File: src/rtl/hamming_pkg.sv
// Shared Hamming(38,32) SEC definitions: sizes, parity layout and the
// syndrome / data-extraction helpers used by the encoder and decoder.
package hamming_pkg;

  localparam int DATA_W = 32;
  localparam int CODE_W = 38;
  localparam int PAR_W  = 6;

  // Code indices (position - 1) that carry parity bits, i.e. positions 2^k.
  localparam int PAR_IDX [PAR_W] = '{0, 1, 3, 7, 15, 31};

  // True when code index idx holds a parity bit.
  function automatic logic is_parity_idx(input int idx);
    logic r;
    r = 1'b0;
    for (int k = 0; k < PAR_W; k++) begin
      if (PAR_IDX[k] == idx) begin
        r = 1'b1;
      end else begin
        r = r;
      end
    end
    return r;
  endfunction

  // Each set code bit at position j contributes j to the XOR-sum syndrome.
  function automatic logic [PAR_W-1:0] syndrome_of(input logic [CODE_W-1:0] code);
    logic [PAR_W-1:0] s;
    s = '0;
    for (int j = 1; j <= CODE_W; j++) begin
      s = s ^ ({PAR_W{code[j-1]}} & j[PAR_W-1:0]);
    end
    return s;
  endfunction

  // Data bits occupy the non-parity indices in ascending order; shifting each
  // one in from the top leaves the lowest index in data[0].
  function automatic logic [DATA_W-1:0] extract_data(input logic [CODE_W-1:0] code);
    logic [DATA_W-1:0] d;
    d = '0;
    for (int i = 0; i < CODE_W; i++) begin
      if (!is_parity_idx(i)) begin
        d = {code[i], d[DATA_W-1:1]};
      end else begin
        d = d;
      end
    end
    return d;
  endfunction

endpackage

File: src/rtl/hamming_syndrome.sv
// Combinational 38 -> 6 syndrome generator, reusable by checkers.
module hamming_syndrome
  import hamming_pkg::*;
(
  input  logic [CODE_W-1:0] code_i,
  output logic [PAR_W-1:0]  syn_o
);

  assign syn_o = syndrome_of(code_i);

endmodule

File: src/rtl/hamming_decoder_pipe.sv
// Two-stage Hamming(38,32) SEC decoder with valid/ready on both sides and
// saturating corrected/uncorrectable counters. Double errors whose syndrome
// falls in 1..38 are miscorrected silently; the code has no DED bit.
module hamming_decoder_pipe
  import hamming_pkg::*;
#(
  parameter int CNT_W      = 16,
  parameter int NUM_STAGES = 2
) (
  input  logic              clk,
  input  logic              rst_n,
  input  logic              in_valid,
  output logic              in_ready,
  input  logic [CODE_W-1:0] in_code,
  output logic              out_valid,
  input  logic              out_ready,
  output logic [DATA_W-1:0] out_data,
  output logic [PAR_W-1:0]  out_syndrome,
  output logic              out_corrected,
  output logic              out_uncorr,
  input  logic              cnt_clr,
  output logic [CNT_W-1:0]  corr_cnt,
  output logic [CNT_W-1:0]  uncorr_cnt
);

  if (NUM_STAGES != 2) begin : g_bad_num_stages
    $error("hamming_decoder_pipe: only NUM_STAGES=2 is supported");
  end

  localparam logic [CODE_W-1:0] CODE_ONE = {{(CODE_W-1){1'b0}}, 1'b1};
  localparam logic [CNT_W-1:0]  CNT_ONE  = {{(CNT_W-1){1'b0}}, 1'b1};
  localparam logic [CNT_W-1:0]  CNT_MAX  = {CNT_W{1'b1}};
  localparam logic [PAR_W-1:0]  SYN_MAX_POS = 6'd38;

  // Stage 1 state
  logic              s1_valid_q;
  logic [CODE_W-1:0] s1_code_q;
  logic [PAR_W-1:0]  s1_syn_q;

  // Stage 2 (output) state
  logic              out_valid_q;
  logic [DATA_W-1:0] out_data_q;
  logic [PAR_W-1:0]  out_syn_q;
  logic              out_corr_q;
  logic              out_uncorr_q;
  logic [CNT_W-1:0]  corr_cnt_q;
  logic [CNT_W-1:0]  uncorr_cnt_q;

  // Next-state / combinational
  logic [PAR_W-1:0]  in_syn_d;
  logic              s2_adv;
  logic              s1_adv;
  logic              out_hs;
  logic [CODE_W-1:0] fix_code_d;
  logic [DATA_W-1:0] out_data_d;
  logic              out_corr_d;
  logic              out_uncorr_d;
  logic [CNT_W-1:0]  corr_cnt_d;
  logic [CNT_W-1:0]  uncorr_cnt_d;

  hamming_syndrome u_syndrome (
    .code_i (in_code),
    .syn_o  (in_syn_d)
  );

  // Output stage drains when empty or consumed; input depends only on state.
  assign s2_adv = !out_valid_q || out_ready;
  assign s1_adv = !s1_valid_q || s2_adv;
  assign out_hs = out_valid_q && out_ready;

  // Classify the stage-1 syndrome and flip the addressed bit when correctable.
  always_comb begin
    fix_code_d   = s1_code_q;
    out_corr_d   = 1'b0;
    out_uncorr_d = 1'b0;
    if (s1_syn_q == 6'd0) begin
      fix_code_d = s1_code_q;
    end else if (s1_syn_q <= SYN_MAX_POS) begin
      fix_code_d = s1_code_q ^ (CODE_ONE << (s1_syn_q - 6'd1));
      out_corr_d = 1'b1;
    end else begin
      out_uncorr_d = 1'b1;
    end
    out_data_d = extract_data(fix_code_d);
  end

  // Counter update: clear wins, otherwise count delivered words and saturate.
  always_comb begin
    corr_cnt_d   = corr_cnt_q;
    uncorr_cnt_d = uncorr_cnt_q;
    if (cnt_clr) begin
      corr_cnt_d   = '0;
      uncorr_cnt_d = '0;
    end else if (out_hs) begin
      if (out_corr_q && (corr_cnt_q != CNT_MAX)) begin
        corr_cnt_d = corr_cnt_q + CNT_ONE;
      end else begin
        corr_cnt_d = corr_cnt_q;
      end
      if (out_uncorr_q && (uncorr_cnt_q != CNT_MAX)) begin
        uncorr_cnt_d = uncorr_cnt_q + CNT_ONE;
      end else begin
        uncorr_cnt_d = uncorr_cnt_q;
      end
    end else begin
      corr_cnt_d   = corr_cnt_q;
      uncorr_cnt_d = uncorr_cnt_q;
    end
  end

  // Stage 1: capture the received codeword and its syndrome.
  always_ff @(posedge clk or negedge rst_n) begin
    if (!rst_n) begin
      s1_valid_q <= 1'b0;
      s1_code_q  <= '0;
      s1_syn_q   <= '0;
    end else if (s1_adv) begin
      s1_valid_q <= in_valid;
      if (in_valid) begin
        s1_code_q <= in_code;
        s1_syn_q  <= in_syn_d;
      end
    end
  end

  // Stage 2: register corrected data and flags; hold while stalled.
  always_ff @(posedge clk or negedge rst_n) begin
    if (!rst_n) begin
      out_valid_q  <= 1'b0;
      out_data_q   <= '0;
      out_syn_q    <= '0;
      out_corr_q   <= 1'b0;
      out_uncorr_q <= 1'b0;
    end else if (s2_adv) begin
      out_valid_q <= s1_valid_q;
      if (s1_valid_q) begin
        out_data_q   <= out_data_d;
        out_syn_q    <= s1_syn_q;
        out_corr_q   <= out_corr_d;
        out_uncorr_q <= out_uncorr_d;
      end
    end
  end

  // Error counters.
  always_ff @(posedge clk or negedge rst_n) begin
    if (!rst_n) begin
      corr_cnt_q   <= '0;
      uncorr_cnt_q <= '0;
    end else begin
      corr_cnt_q   <= corr_cnt_d;
      uncorr_cnt_q <= uncorr_cnt_d;
    end
  end

  assign in_ready      = s1_adv;
  assign out_valid     = out_valid_q;
  assign out_data      = out_data_q;
  assign out_syndrome  = out_syn_q;
  assign out_corrected = out_corr_q;
  assign out_uncorr    = out_uncorr_q;
  assign corr_cnt      = corr_cnt_q;
  assign uncorr_cnt    = uncorr_cnt_q;

endmodule

File: config.mk
export PLATFORM = sky130hd
export DESIGN_NAME = hamming_decoder_pipe
export DESIGN_NICKNAME = d
export VERILOG_FILES = /design/src/rtl/hamming_pkg.sv /design/src/rtl/hamming_syndrome.sv /design/src/rtl/hamming_decoder_pipe.sv
export SDC_FILE = /design/constraint.sdc
export NUM_CORES = 1
export LEC_CHECK = 0
export CAP_MARGIN = 20
export CORE_ASPECT_RATIO = 1.1
export CORE_UTILIZATION = 56
export DETAILED_ROUTE_END_ITERATION = 8
export PLACE_DENSITY = 0.86
export SLEW_MARGIN = 0
export SYNTH_ARGS = -nofsm -noshare
export SYNTH_HDL_FRONTEND = slang
export SYNTH_SLANG_ARGS = --single-unit
File: constraint.sdc
create_clock -name clk -period 2.8 [get_ports clk]
set_input_delay 0.28 -clock clk [delete_from_list [all_inputs] [get_ports clk]]
set_output_delay 0.28 -clock clk [all_outputs]
set_load 0.02 [all_outputs]
# == Word-level counts from Yosys, hierarchy flattened ==
# Index checks and enable logic that the tools add are counted.
# classes
add_sub_neg,3
magnitude_cmp,1
eq_ne,2
n_shift,1
mux,12
bitwise_logic,38
n_reduce_logical,15
# op_table
op,n
two-way mux 16 bit,6
XOR 6 x 5 -> 6 bit,16
two-way mux 38 bit,2
XOR 6 x 4 -> 6 bit,8
XOR 6 bit,7
<< shifter 1 x 6 -> 38 bit (first input constant),1
XOR 38 bit,1
adder 16 x 1 -> 16 bit (second input constant),2
!= test 16 bit (second input constant),2
XOR 6 x 3 -> 6 bit,4
AND reduction 2 bit,4
less-or-equal comparator 6 bit (second input constant),1
logical NOT 6 bit,1
nonzero test 2 bit,3
subtractor 6 x 1 -> 6 bit (second input constant),1
XOR 6 x 2 -> 6 bit,1
two-way mux 1 bit,4
logical AND 1 bit,3
logical NOT 1 bit,2
logical OR 1 bit,2
XOR 1 x 2 -> 2 bit,1
# totals
ff_bits,118
out_inout_bits,74
wordCells,82

# == Depth between registers and ports, before layout ==
# logic_depth
ltp_word,37
depth_mapped,6
depth_no_buf,6

# == Modules after synthesis ==
# Synthesis repeated with hierarchy kept, for this count alone.
# hier_totals
hier_cells,578
area_unflattened_um2,5989.5
# modules_own_cells
mod,n_inst,cells_per_inst,area_per_inst_um2,seq_area_each_um2
hamming_decoder_pipe,1,523,5383.9,2802.7
hamming_syndrome,1,55,605.6,0.0

# == Worst setup path after synthesis ==
# Ideal clock, no wire load.
# synth_path
kind,register to register
from,register uncorr_cnt_q[0] (netlist: uncorr_cnt[0])
to,register uncorr_cnt_q[12] (netlist: uncorr_cnt[12])
setup_time_ns,0.132
arrival_time_ns,1.737
required_ns,2.668
slack_ns,0.931
path_stages_with_launch,7
n_path_buf,0
cell_sequence,dfrtp_1 > ha_1 > nand4_1 > nor4_4 > nand3b_1 > xor2_1 > nor2_1
# synth_between
elab_chain_len,4
# synth_rtl
element,line_no,text
"start, declared",hamming_decoder_pipe.sv:47,logic [CNT_W-1:0] uncorr_cnt_q;
"start signal, assigned",hamming_decoder_pipe.sv:152,uncorr_cnt_q <= uncorr_cnt_d;
adder 16 x 1 -> 16 bit / != test 16 bit (equally long branches),"hamming_decoder_pipe.sv:101, hamming_decoder_pipe.sv:100",
two-way mux 16 bit / logical AND 1 bit (equally long branches),hamming_decoder_pipe.sv:100,if (out_uncorr_q && (uncorr_cnt_q != CNT_MAX)) begin
two-way mux 16 bit / nonzero test 2 bit (equally long branches),-,
two-way mux 16 bit / AND reduction 2 bit (equally long branches),-,
# Several ways; a longest one is shown, not always the timed one. The select of a mux whose other input is x is not followed.
# A chain may end at the register's enable or synchronous reset.

# == Worst setup path after layout ==
# Ends and elaborated chain as after synthesis.

==> flow_metrics.py <==
metrics = {
    "power_and_ir_drop": {
        "power.leakage_nw": 2.859,
        "clock_power_share_pct": 20.1,
        "vdd_drop_max_uv": 421.2,
        "seqPwrFrac_pct": 44.9,
        "internal_power_w": 0.003214,
        "power_density_nw_per_um2": 674.4,
        "netSwitchingFraction_pct": 35.19,
        "power_frac_comb_pct": 35.0,
        "power_switching_w": 0.001745,
    },
    "timing": {
        "hold_viol": 0,
        "tns_ns": 0,
        "worst_pin_slew_ns": 0.8551,
        "fin_crit_sh_pct": 73.81,
        "rsz0062_at_grt": "no",
        "fmax_mhz": 483.9,
        "setup_viol": 0,
        "fin_skew_ns": 0.01115,
        "fin_crit_ns": 2.067,
        "finalWorstSetupSlack_ns": 0.7332,
        "slew_headroom_pct": 42.87,
        "maxSlewViolCount": 0,
    },
    "clock_network": {
        "clock_path_buffers": 2,
        "clock-root-buffer": "clkbuf_8",
        "post_cts_resized": 0,
        "cts_setup_buffers": 0,
        "cts_tree": "built",
        "clk_latency_ns": 0.38,
        "ctsHoldBuffers": 1,
        "path_clk_slew_ns": 0.10,
        "numCtsBuffers": 9,
        "htreeDepth": 3,
        "cts.sinks": 112,
    },
    "place": {
        "dpl_worst_slack_ns": 0.5732,
        "port-buffer-count": 116,
        "place.gp.congestion": 0.8764,
        "place_hpwl_microns": 10260,
    },
    "grt": {
        "grt_max_degree": 58,
        "grt_pass1_wl_microns": 22590,
        "first_global_vias": 4534,
        "grt_overflow_total": 0,
        "gr-usage-all-layers_pct": 27.35,
        "grt_antenna_before_repair": 0,
    },
    "synthesis": {
        "synth_cell_types": 44,
        "syn-cell-area_sq_um": 5848,
        "synthArstFlopShare_pct": 100.0,
        "synth_edf_count": 0,
        "syn-num-nets": 600,
        "yosys_register_bits": 112,
        "ys_warn_count": 0,
        "synth_area_per_cell_sq_um": 10.54,
        "synthCells": 555,
        "synth_ff_type": "dfrtp_1",
        "ys_seq_area_share_pct": 47.92,
    },
    "floorplanning": {
        "rows": 38,
        "design.core.area_sq_um": 9985,
        "die_area_sq_um": 10860,
        "die_w_microns": 99.44,
        "io_pins": 117,
        "chipHeight_microns": 109.2,
        "initial_utilization_pct": 58.57,
    },
    "worst_setup_path": {
        "crit_type": "reg -> reg",
        "cp_max_fo": 5,
        "r2r_cells": 6,
        "slowest_stage": "nor4_1",
        "crit_cells": 6,
        "worst_setup_path_end_kind": "register",
        "cp_top_family": "simple AND/OR/NAND/NOR gates",
        "cp.required_ns": 3.05,
        "slowest_delay_ns": 0.61,
        "arrival_ns": 2.32,
        "start_kind": "register",
        "critPathBufInv": 0,
        "path_cells": "ha_1 -> nand4_1 -> nor4_1 -> nand3b_1 -> xor2_1 -> nor2_1",
    },
    "cells_and_area": {
        "layout_commonest_cell": "clkdlybuf4s50_1",
        "diodes": 0,
        "drive_above_1_share_pct": 5.821,
        "final_cell_mix": "clkdlybuf4s50_1 (115), dfrtp_1 (112), xnor2_1 (86)",
        "nets": 710,
        "syn2layout_area_growth_pct": 25.74,
    },
    "outcome": {
        "outcome": "complete, no violations",
    },
    "drt": {
        "drc": 0,
        "viasPerCell": 5.724,
        "wire_per_inst_microns": 17.69,
        "drt-total-wl_microns": 13970,
        "postRouteAntennaNets": 0,
        "drt_iter0_markers": 241,
        "drt-pass1-iter-count": 6,
        "vias": 4522,
    },
    "worst_hold_path": {
        "whs_path_depth": 2,
        "min_path_type": "reg -> reg",
    },
    "run": {
        "cap_viol_max_count": 0,
    },
}
## metal layers
metal,wire (microns),up-vias,global-route usage [%],share of wire (%)
met4,366,0,10.82,2.6
met1,5880,2218,34.34,42
met5,0,-,0,0
met2,7009,169,47.32,50
met3,715,30,4.679,5.1
li1,-,2105,-,-
## logic make-up (layout without fill, tap and decap cells)
kind of cell | Yosys count | in the layout | share of synthesized area [%]
muxes | 38 | 38 | 7.317
DFF | 112 | 112 | 47.92
xor gates and xnor gates | 117 | 117 | 18.93
and+or+nand+nor | 202 | 202 | 18.01
adders and majority gates | 2 | 2 | 0.4278
AOI/OAI and AO/OA | 57 | 57 | 5.563
buffers and inverters | 27 | 142 | 1.819
## synth_stat cells, types with 5 or more instances
master    instances  area share, %
nand3_1          18            1.5
xor2_1           25            3.7
xnor2_1          86             13
nor3_1            8           0.68
nand4b_1          5           0.75
nor4_1            6           0.64
nand3b_1          5           0.64
mux2_2           11            2.1
nor2_1           47            3.0
dfrtp_1         112             48
o21ai_0          12            1.0
nor3b_1           6           0.77
clkbuf_1         19            1.2
a21oi_1           5           0.43
mux2_1           27            5.2
xnor3_1           6            2.3
and3_1            5           0.53
o21ai_1          31            2.7
nand2_1          65            4.2
nand4_1           8           0.86
## state kept, by name, summed over array words and instances, names as in the netlist
name,count
corr_cnt,16
out_data,32
s1_syn_q,6
out_syndrome,6
out_valid,1
out_uncorr,1
uncorr_cnt,16
out_corrected,1
s1_code_q,32
s1_valid_q,1
## through the flow
| step | area, sq um | util, % | total power (W) | instances | hold WS [ns] |
|---|---|---|---|---|---|
| floorplan | 5848 | - | 0.003225 | 555 | -0.01559 |
| global placement | 7143 | 71.54 | 0.003925 | 773 | 0.3823 |
| detailed placement | 7143 | 71.54 | 0.003983 | 773 | 0.4028 |
| CTS | 7353 | 73.65 | 0.004983 | 790 | 0.4829 |
| global route | 7353 | 73.65 | 0.005204 | 790 | 0.5008 |
| finish | 7353 | 73.65 | 0.004959 | 790 | 0.4908 |
## power groups by stage
| stage | Clock [W] | Combinational [W] | Sequential (W) |
|---|---|---|---|
| floorplan | 0 | 0.000899 | 0.00233 |
| global placement | 0 | 0.00170 | 0.00223 |
| detailed placement | 0 | 0.00173 | 0.00225 |
| CTS | 0.00102 | 0.00174 | 0.00222 |
| global route | 0.00108 | 0.00186 | 0.00226 |
| finish | 0.000996 | 0.00173 | 0.00223 |
## worst reg2reg max path, cell delays in order, from the launching register on
cell and delay (ns):
dfrtp_1 0.46, ha_1 0.22, nand4_1 0.27, nor4_1 0.61
nand3b_1 0.16, xor2_1 0.16, nor2_1 0.05
## final timing paths
check | startpoint | end | slack [ns]
worst max-delay path | uncorr_cnt[0]$_DFFE_PN0P_ | uncorr_cnt[12]$_DFFE_PN0P_ | 0.73
worst min-delay path | out_data[1]$_DFFE_PN0P_ | out_data[1]$_DFFE_PN0P_ | 0.49
worst max register to register | uncorr_cnt[0]$_DFFE_PN0P_ | uncorr_cnt[12]$_DFFE_PN0P_ | 0.73
worst min register to register | out_data[1]$_DFFE_PN0P_ | out_data[1]$_DFFE_PN0P_ | 0.49
max in group asynchronous | rst_n | out_data[3]$_DFFE_PN0P_ | 1.53
min in group asynchronous | rst_n | corr_cnt[9]$_DFFE_PN0P_ | 0.50
## area by class of cell
cell class,instances,area [sq um]
Sequential cell,112,2803
Clock buffer,14,162.7
Inverter,4,15.01
Tap cell,120,150.1
Multi-Input combinational cell,416,2942
Timing Repair Buffer,122,1244
Fill cell,742,2631
Clock inverter,2,37.54
No activity file was read; power rests on OpenSTA's default activity.
